==> config.mk <==
export PLATFORM = sky130hd
export DESIGN_NAME = alu_ctrl_stage
export DESIGN_NICKNAME = d
export VERILOG_FILES = /design/src/rtl/alu_ctrl_pkg.sv /design/src/rtl/alu_busy_counter.sv /design/src/rtl/alu_ctrl_stage.sv
export SDC_FILE = /design/constraint.sdc
export NUM_CORES = 1
export LEC_CHECK = 0
export BUFFER_PORTS_ARGS = -buffer_cell sky130_fd_sc_hd__buf_2
export CELL_PAD_IN_SITES_DETAIL_PLACEMENT = 0
export CELL_PAD_IN_SITES_GLOBAL_PLACEMENT = 1
export CORE_ASPECT_RATIO = 2
export CORE_MARGIN = 4
export CORE_UTILIZATION = 34
export DETAILED_ROUTE_END_ITERATION = 7
export GPL_ROUTABILITY_DRIVEN = 1
export HOLD_SLACK_MARGIN = 0.06
export PLACE_DENSITY = 0.84
export SETUP_SLACK_MARGIN = 0.1
export SKIP_CTS_REPAIR_TIMING = 1
export SYNTH_ARGS = -nofsm -noshare
export SYNTH_HDL_FRONTEND = slang
export SYNTH_SLANG_ARGS = --single-unit
==> constraint.sdc <==
create_clock -name clk -period 6.2 [get_ports clk]
set_input_delay 0.31 -clock clk [delete_from_list [all_inputs] [get_ports clk]]
set_output_delay 0.31 -clock clk [all_outputs]
set_load 0.05 [all_outputs]
==> src/rtl/alu_ctrl_pkg.sv <==
// Shared encodings for the ID/EX ALU-control stage: opcodes, ALUOp classes,
// funct7 values, ALU operation codes and the decode result record.
package alu_ctrl_pkg;

  localparam logic [6:0] OP_R = 7'b0110011;
  localparam logic [6:0] OP_I = 7'b0010011;

  localparam logic [1:0] ALUOP_ADD    = 2'b00;
  localparam logic [1:0] ALUOP_BRANCH = 2'b01;
  localparam logic [1:0] ALUOP_ALU    = 2'b10;
  localparam logic [1:0] ALUOP_RSVD   = 2'b11;

  localparam logic [6:0] F7_BASE   = 7'b0000000;
  localparam logic [6:0] F7_ALT    = 7'b0100000;
  localparam logic [6:0] F7_MULDIV = 7'b0000001;

  localparam logic [4:0] ALU_ADD    = 5'b00000;
  localparam logic [4:0] ALU_SUB    = 5'b00001;
  localparam logic [4:0] ALU_MUL    = 5'b00010;
  localparam logic [4:0] ALU_MULH   = 5'b00011;
  localparam logic [4:0] ALU_MULHSU = 5'b00100;
  localparam logic [4:0] ALU_MULHU  = 5'b00101;
  localparam logic [4:0] ALU_DIV    = 5'b00110;
  localparam logic [4:0] ALU_DIVU   = 5'b00111;
  localparam logic [4:0] ALU_REM    = 5'b01000;
  localparam logic [4:0] ALU_REMU   = 5'b01001;
  localparam logic [4:0] ALU_XOR    = 5'b01010;
  localparam logic [4:0] ALU_OR     = 5'b01011;
  localparam logic [4:0] ALU_AND    = 5'b01100;
  localparam logic [4:0] ALU_SLL    = 5'b01101;
  localparam logic [4:0] ALU_SRL    = 5'b01110;
  localparam logic [4:0] ALU_SRA    = 5'b01111;
  localparam logic [4:0] ALU_SLT    = 5'b10000;
  localparam logic [4:0] ALU_SLTU   = 5'b10001;
  localparam logic [4:0] ALU_EQ     = 5'b10010;
  localparam logic [4:0] ALU_NE     = 5'b10011;

  typedef struct packed {
    logic [4:0] ctrl;
    logic       alu_src;
    logic       illegal;
    logic       multicycle;
  } decode_t;

  // funct3 map shared by R-type (funct7=0) and I-type arithmetic.
  function automatic logic [4:0] base_op(input logic [2:0] f3);
    logic [4:0] op;
    case (f3)
      3'b000:  op = ALU_ADD;
      3'b001:  op = ALU_SLL;
      3'b010:  op = ALU_SLT;
      3'b011:  op = ALU_SLTU;
      3'b100:  op = ALU_XOR;
      3'b101:  op = ALU_SRL;
      3'b110:  op = ALU_OR;
      default: op = ALU_AND;
    endcase
    return op;
  endfunction

  function automatic logic [4:0] muldiv_op(input logic [2:0] f3);
    logic [4:0] op;
    case (f3)
      3'b000:  op = ALU_MUL;
      3'b001:  op = ALU_MULH;
      3'b010:  op = ALU_MULHSU;
      3'b011:  op = ALU_MULHU;
      3'b100:  op = ALU_DIV;
      3'b101:  op = ALU_DIVU;
      3'b110:  op = ALU_REM;
      default: op = ALU_REMU;
    endcase
    return op;
  endfunction

endpackage

==> src/rtl/alu_busy_counter.sv <==
// Counts down the remaining EX cycles of a divide so the decode stage can
// hold off upstream; latencies of 0 or 1 load zero and never report busy.
module alu_busy_counter #(
  parameter int DIV_LATENCY = 4
) (
  input  logic clk,
  input  logic reset,
  input  logic load,
  output logic busy
);

  localparam int CW = (DIV_LATENCY > 2) ? $clog2(DIV_LATENCY) : 1;
  localparam logic [CW-1:0] LOAD_VAL = (DIV_LATENCY > 0) ? CW'(DIV_LATENCY - 1) : '0;

  logic [CW-1:0] r_cnt;

  always_ff @(posedge clk) begin
    if (reset) begin
      r_cnt <= '0;
    end else if (load) begin
      r_cnt <= LOAD_VAL;
    end else if (r_cnt != '0) begin
      r_cnt <= r_cnt - CW'(1);
    end
  end

  assign busy = (r_cnt != '0);

endmodule

==> src/rtl/alu_ctrl_stage.sv <==
// Registered ALU-control decode between ID and EX with valid/ready handshake,
// RV32M decode and a divider-busy stall on the input side.
module alu_ctrl_stage
  import alu_ctrl_pkg::*;
#(
  parameter int INSTR_WIDTH   = 32,
  parameter int ALUCTRL_WIDTH = 5,
  parameter int M_EXT         = 1,
  parameter int DIV_LATENCY   = 4
) (
  input  logic                     clk,
  input  logic                     reset,
  input  logic                     in_valid,
  output logic                     in_ready,
  input  logic [1:0]               in_aluop,
  input  logic [INSTR_WIDTH-1:0]   in_instr,
  output logic                     out_valid,
  input  logic                     out_ready,
  output logic [ALUCTRL_WIDTH-1:0] out_alu_ctrl,
  output logic                     out_alu_src,
  output logic                     out_multicycle,
  output logic                     out_illegal
);

  function automatic decode_t decode(input logic [1:0] aluop, input logic [6:0] opc,
                                     input logic [2:0] f3, input logic [6:0] f7);
    decode_t d;
    d = '{ctrl: ALU_ADD, alu_src: 1'b0, illegal: 1'b0, multicycle: 1'b0};
    case (aluop)
      ALUOP_ADD: d.alu_src = 1'b1;
      ALUOP_BRANCH: begin
        case (f3)
          3'b000:        d.ctrl = ALU_EQ;
          3'b001:        d.ctrl = ALU_NE;
          3'b100, 3'b101: d.ctrl = ALU_SLT;
          3'b110, 3'b111: d.ctrl = ALU_SLTU;
          default:       d.illegal = 1'b1;
        endcase
      end
      ALUOP_ALU: begin
        if (opc == OP_R) begin
          case (f7)
            F7_BASE: d.ctrl = base_op(f3);
            F7_ALT: begin
              if (f3 == 3'b000)      d.ctrl = ALU_SUB;
              else if (f3 == 3'b101) d.ctrl = ALU_SRA;
              else                   d.illegal = 1'b1;
            end
            F7_MULDIV: begin
              if (M_EXT != 0) d.ctrl = muldiv_op(f3);
              else            d.illegal = 1'b1;
            end
            default: d.illegal = 1'b1;
          endcase
        end else if (opc == OP_I) begin
          d.alu_src = 1'b1;
          case (f3)
            3'b001: begin
              if (f7 == F7_BASE) d.ctrl = ALU_SLL;
              else               d.illegal = 1'b1;
            end
            3'b101: begin
              if (f7 == F7_BASE)     d.ctrl = ALU_SRL;
              else if (f7 == F7_ALT) d.ctrl = ALU_SRA;
              else                   d.illegal = 1'b1;
            end
            default: d.ctrl = base_op(f3);
          endcase
        end else begin
          d.illegal = 1'b1;
        end
      end
      default: d.illegal = 1'b1;
    endcase
    if (d.illegal) d.ctrl = ALU_ADD;
    d.multicycle = (d.ctrl == ALU_DIV) || (d.ctrl == ALU_DIVU) ||
                   (d.ctrl == ALU_REM) || (d.ctrl == ALU_REMU);
    return d;
  endfunction

  decode_t w_dec;
  logic    w_xfer;
  logic    w_busy;
  logic    w_load;
  logic    w_unused;

  logic                     r_valid;
  logic [ALUCTRL_WIDTH-1:0] r_alu_ctrl;
  logic                     r_alu_src;
  logic                     r_multicycle;
  logic                     r_illegal;

  assign w_dec    = decode(in_aluop, in_instr[6:0], in_instr[14:12], in_instr[31:25]);
  assign w_unused = ^{in_instr[24:15], in_instr[11:7]};

  assign in_ready = !w_busy && (!r_valid || out_ready);
  assign w_xfer   = in_valid && in_ready;
  assign w_load   = r_valid && out_ready && r_multicycle;

  alu_busy_counter #(.DIV_LATENCY(DIV_LATENCY)) u_busy (
    .clk   (clk),
    .reset (reset),
    .load  (w_load),
    .busy  (w_busy)
  );

  always_ff @(posedge clk) begin
    if (reset) begin
      r_valid      <= 1'b0;
      r_alu_ctrl   <= '0;
      r_alu_src    <= 1'b0;
      r_multicycle <= 1'b0;
      r_illegal    <= 1'b0;
    end else if (w_xfer) begin
      r_valid      <= 1'b1;
      r_alu_ctrl   <= ALUCTRL_WIDTH'(w_dec.ctrl);
      r_alu_src    <= w_dec.alu_src;
      r_multicycle <= w_dec.multicycle;
      r_illegal    <= w_dec.illegal;
    end else if (out_ready) begin
      r_valid <= 1'b0;
    end
  end

  assign out_valid      = r_valid;
  assign out_alu_ctrl   = r_alu_ctrl;
  assign out_alu_src    = r_alu_src;
  assign out_multicycle = r_multicycle;
  assign out_illegal    = r_illegal;

endmodule

# Yosys cells after proc, flatten, opt, wreduce, memory -nomap -nowiden
# Index checks and enable logic that the tools add are counted.
# totals
reg_bits,11
output_inout_bits,10
word_cells,76
in_bits,38
# classes
reduce_logical,20
eq_ne,17
n_mux,32
addsub,1
# ops
cell,count
5-bit one-hot mux with 7 select lines,1
4-bit one-hot mux with 7 select lines,1
5-bit one-hot mux with 5 select lines,1
4-bit 2-to-1 mux,5
5-bit one-hot mux with 2 select lines,2
5-bit one-hot mux with 4 select lines,1
5-bit one-hot mux with 3 select lines,1
"7-bit by 6-bit == test with 1-bit output, second input constant",2
"3-bit == test, second input constant",4
1-bit 2-to-1 mux,11
"5-bit by 3-bit == test with 1-bit output, second input constant",2
"5-bit by 4-bit == test with 1-bit output, second input constant",2
5-bit 2-to-1 mux,2
"7-bit by 1-bit == test with 1-bit output, second input constant",1
"7-bit by 5-bit == test with 1-bit output, second input constant",1
7-bit zero test,1
"3-bit by 2-bit == test with 1-bit output, second input constant",2
6-bit 2-to-1 mux,1
1-bit one-hot mux with 2 select lines,3
2-bit nonzero test,3
2-bit OR reduction,3
6-bit OR reduction,1
1-bit logical AND,4
1-bit logical OR,4
other kinds (9),11

# Depth between registers and ports, before layout
# depth
depth_word,12
ltp_mapped,8

# Hierarchy
# From an unflattened synthesis, not the netlist that was laid out.
# unflattened
cells_unflattened,134
hier_area_um2,1016.0
# modules_own_cells
module,area_each_um2,cells_each,instances,seq_area_each_um2
alu_ctrl_stage,915.9,123,1,180.2
alu_busy_counter,100.1,11,1,40.0

# Worst setup path before layout
# No wires, ideal clock.
# synth_timing
path_type,input to register
startpoint,input in_instr[28]
endpoint,"register r_multicycle, in the netlist out_multicycle"
cell_stages,6
path_slack_ns,3.859
setup_time_ns,0.091
path_buffers,0
arrival_time_ns,2.250
path_cell_list,or4_4 -> o41ai_4 -> a221o_2 -> nand3_4 -> or4_1 -> a311oi_1
# synth_via
elab_chain_cells,12
elab_cells_between_ends,28
cone_classes,6 x eq/ne; 17 x mux; 5 x reduce/logical
# synth_lines
item,line,source
from (decl),alu_ctrl_stage.sv:16,"input logic [INSTR_WIDTH-1:0] in_instr,"
7-bit by 6-bit == test with 1-bit output,"alu_ctrl_stage.sv:42, alu_ctrl_stage.sv:64",
1-bit 2-to-1 mux / 4-bit 2-to-1 mux (equally long branches),alu_ctrl_stage.sv:64,else if (f7 == F7_ALT) d.ctrl = ALU_SRA;
1-bit 2-to-1 mux / 4-bit 2-to-1 mux (equally long branches),alu_ctrl_stage.sv:63,if (f7 == F7_BASE) d.ctrl = ALU_SRL;
1-bit one-hot mux with 2 select lines / 5-bit one-hot mux with 2 select lines (equally long branches),alu_ctrl_stage.sv:57,case (f3)
1-bit 2-to-1 mux / 6-bit 2-to-1 mux (equally long branches),alu_ctrl_stage.sv:55,end else if (opc == OP_I) begin
1-bit 2-to-1 mux / 5-bit 2-to-1 mux (equally long branches),alu_ctrl_stage.sv:41,if (opc == OP_R) begin
1-bit one-hot mux with 3 select lines / 5-bit one-hot mux with 2 select lines (equally long branches),alu_ctrl_stage.sv:29,case (aluop)
5-bit 2-to-1 mux (*),alu_ctrl_stage.sv:75,if (d.illegal) d.ctrl = ALU_ADD;
5-bit by 3-bit == test with 1-bit output,alu_ctrl_stage.sv:76,d.multicycle = (d.ctrl == ALU_DIV) || (d.ctrl == ALU_DIVU) ||
1-bit logical OR (2 in a row),alu_ctrl_stage.sv:76,
1-bit logical OR (*),alu_ctrl_stage.sv:77,(d.ctrl == ALU_REM) || (d.ctrl == ALU_REMU);
to (signal assigned),alu_ctrl_stage.sv:118,r_multicycle <= w_dec.multicycle;
to (decl),alu_ctrl_stage.sv:90,logic r_multicycle;
# Every way passes the cells marked *; elsewhere a longest branch is shown, timed or not.
# A chain may end at the register's enable or synchronous reset.

# Worst setup path after layout
# layout_timing
startpoint,input in_instr[6]
endpoint,"register r_multicycle, in the netlist out_multicycle"
# layout_via
elab_chain_cells,9
elab_cells_between_ends,16
cone_classes,6 x eq/ne; 7 x mux; 3 x reduce/logical
# layout_lines
item,line
7-bit by 5-bit == test with 1-bit output,alu_ctrl_stage.sv:55
1-bit 2-to-1 mux / 6-bit 2-to-1 mux (equally long branches),alu_ctrl_stage.sv:55
1-bit 2-to-1 mux / 5-bit 2-to-1 mux (equally long branches),alu_ctrl_stage.sv:41
1-bit one-hot mux with 3 select lines / 5-bit one-hot mux with 2 select lines (equally long branches),alu_ctrl_stage.sv:29
5-bit 2-to-1 mux (*),alu_ctrl_stage.sv:75
5-bit by 3-bit == test with 1-bit output,alu_ctrl_stage.sv:76
1-bit logical OR (2 in a row),alu_ctrl_stage.sv:76
1-bit logical OR (*),alu_ctrl_stage.sv:77
# Marks and branches as above.

==> reports/results.ini <==
[detailed_routing]
drt_iter0_markers=31
postRouteAntennaNets=0
drt-pass1-iter-count=4
postRouteWirelength_um=2820
viasPerCell=5.77
wire_per_inst_um=14.7
route.detailed.drc=0
num_vias=1103

[power]
swShare_pct=41.3
p_seq_share_pct=29.8
power.internal_mw=0.173
vdd_drop_max_mv=0.109
pwr_density_cell_nw_per_um2=237
power.switching_mw=0.122
clkPwrFrac_pct=23.4
p_leak_nw=0.538
power_mw=0.295
p_comb_share_pct=46.8

[global_routing]
grt-ovfl-total=0
grt_usage_pct=14.6
grt_pass1_wl_um=4460
grt_start_max_net_pins=13
grt_pass1_vias=1054
antenna_found_initial=0

[place]
port_buffers=32
hpwl_um=2380
pre_cts_ws_ns=3.50
place_congestion=0.859

[synth]
syn_area_um2=1030
syn_avg_cell_area_um2=7.77
synth_edf_count=0
synth_flop_cell=dfxtp_1
synth_seq_area_share_pct=21.3
synthesis.nets=176
synthArstFlopShare_pct=0
ys_ff_latch=11
synthDistinctLibCells=44
netlist_instances=133
yosysWarnings=0

[clock_tree]
cts_tree=done
clockBufferDepth=2
worstSkewPairLatency_ns=0.23
numCtsBuffers=3
clock-sinks=11
cts_root_buf=clkbuf_8
clk_pin_slew_ns=0.05
cts_max_level=1

[job]
maxCapViolations=0

[setup_path]
crit_type=in2reg
crit_fanout=7
endpoint_kind=flop
start_kind=input pin
crit_required_ns=6.35
crit_arrival_ns=2.56

[cells_and_area]
final_nets=205
final_common_cell=buf_2
utilization_pct=42.3
register_area_um2=220
drive_gt1_share_pct=26.7
final_cell_mix=32 x buf_2, 11 x nand2_1, 11 x dfxtp_1, 9 x inv_1, 9 x a21oi_1
fill_cells=309
synthToLayoutAreaGrowth_pct=20.6
multiInputGateArea_um2=749
num_antenna_cells=0

[die]
start_util_pct=35.1
die-height_um=86.0
core_area_um2=2940
dieArea_um2=4040
rows=28
io_pins=48
die_w_um=47.0

[worst_hold_path]
hold_class=in2reg

[timing]
skew_ns=0.00308
tns_ns=0
timing.final.ws_setup_ns=3.79
relSlewSlack_pct=58.3
finalMaxSlewViolations=0
hold_viol_final=0
rsz0062_at_grt=false
finalSetupViolations=0
finalWorstPathRequiredPeriod_ns=2.41
fmax_ghz=0.415
worstMarginPinSlew_ns=0.620
fin_crit_sh_pct=38.9

[run_status]
outcome=completed

## flip-flops by register name (all words and copies together) (netlist names)
signal          flops
out_alu_src         1
out_multicycle      1
out_alu_ctrl        5
out_valid           1
out_illegal         1
u_busy.r_cnt        2
## worst max-delay path, stage by stage
cell      delay [ns]
buf_2           0.09
nor4b_1         0.55
nand3_1         0.34
o32ai_1         0.34
a311oi_1        0.13
or4_1           0.55
a311oi_1        0.25
## metal layers
metal,vias to the layer above,share of wire [%],track usage (%)
li1,556,-,-
met1,508,33,13.1
met2,29,60,28.6
met3,10,4.0,1.26
met4,0,3.2,7.81
met5,-,0,0
## cell usage after synthesis, drive strengths merged (3+ instances only)
library cell | number | area (um^2)
a311oi | 5 | 43.8
ha | 5 | 62.6
and2 | 5 | 31.3
nand2 | 11 | 41.3
nor4 | 3 | 18.8
o31ai | 5 | 37.5
dfxtp | 11 | 220
inv | 9 | 33.8
nor2b | 8 | 50.1
or4 | 3 | 26.3
nor3 | 6 | 30.0
nor2 | 4 | 15.0
clkbuf | 8 | 30.0
nand3 | 6 | 42.5
a21oi | 9 | 45.0
nand2b | 4 | 25.0
## power groups by stage
stage	registers (mW)	clock network, mW	logic (mW)
final	0.0878	0.0691	0.138
after detailed placement	0.0892	0	0.138
after global routing	0.0892	0.0742	0.153
after CTS	0.0880	0.0716	0.139
after floorplan	0.107	0	0.0895
after global placement	0.0888	0	0.135
## kinds of logic (layout without fill, tap and decap cells)
| group | count (synthesis) | after routing | share of synthesized area (%) |
|---|---|---|---|
| compound gates | 35 | 35 | 27.0 |
| xor+xnor | 2 | 2 | 1.70 |
| fa+ha+maj | 5 | 5 | 6.05 |
| buf+inv | 17 | 45 | 6.17 |
| flops | 11 | 11 | 21.3 |
| mux | 3 | 3 | 3.15 |
| simple gates | 60 | 60 | 34.6 |
## layout make-up
| type | instances | share of cell area, % |
|---|---|---|
| clock buffer | 4 | 3.61 |
| inverter | 9 | 2.71 |
| multi-input combinational | 105 | 60.1 |
| tap | 30 | 3.01 |
| sequential | 11 | 17.7 |
| timing repair buffer | 32 | 12.9 |
## path summary, 6_finish.rpt
path | startpoint | endpoint | slack, ns | cells past startpoint
max | in_instr[6] | out_multicycle$_SDFFE_PP0P_ | 3.79 | 7
min | reset | out_alu_ctrl[3]$_SDFFE_PP0P_ | 0.38 | 2
max reg2reg | u_busy.r_cnt[0]$_SDFFE_PP0P_ | out_alu_ctrl[2]$_SDFFE_PP0P_ | 4.46 | 6
min reg2reg | out_alu_ctrl[3]$_SDFFE_PP0P_ | out_alu_ctrl[3]$_SDFFE_PP0P_ | 0.45 | 2
## per-stage QoR
step / hold slack [ns] / instance area (um^2) / std cells
after floorplan: 0.382 / 1030 / 133
after global placement: 0.440 / 1200 / 187
after detailed placement: 0.446 / 1200 / 187
after CTS: 0.386 / 1250 / 191
after global routing: 0.413 / 1250 / 191
final: 0.384 / 1250 / 191
(Power assumes the default switching activity.)
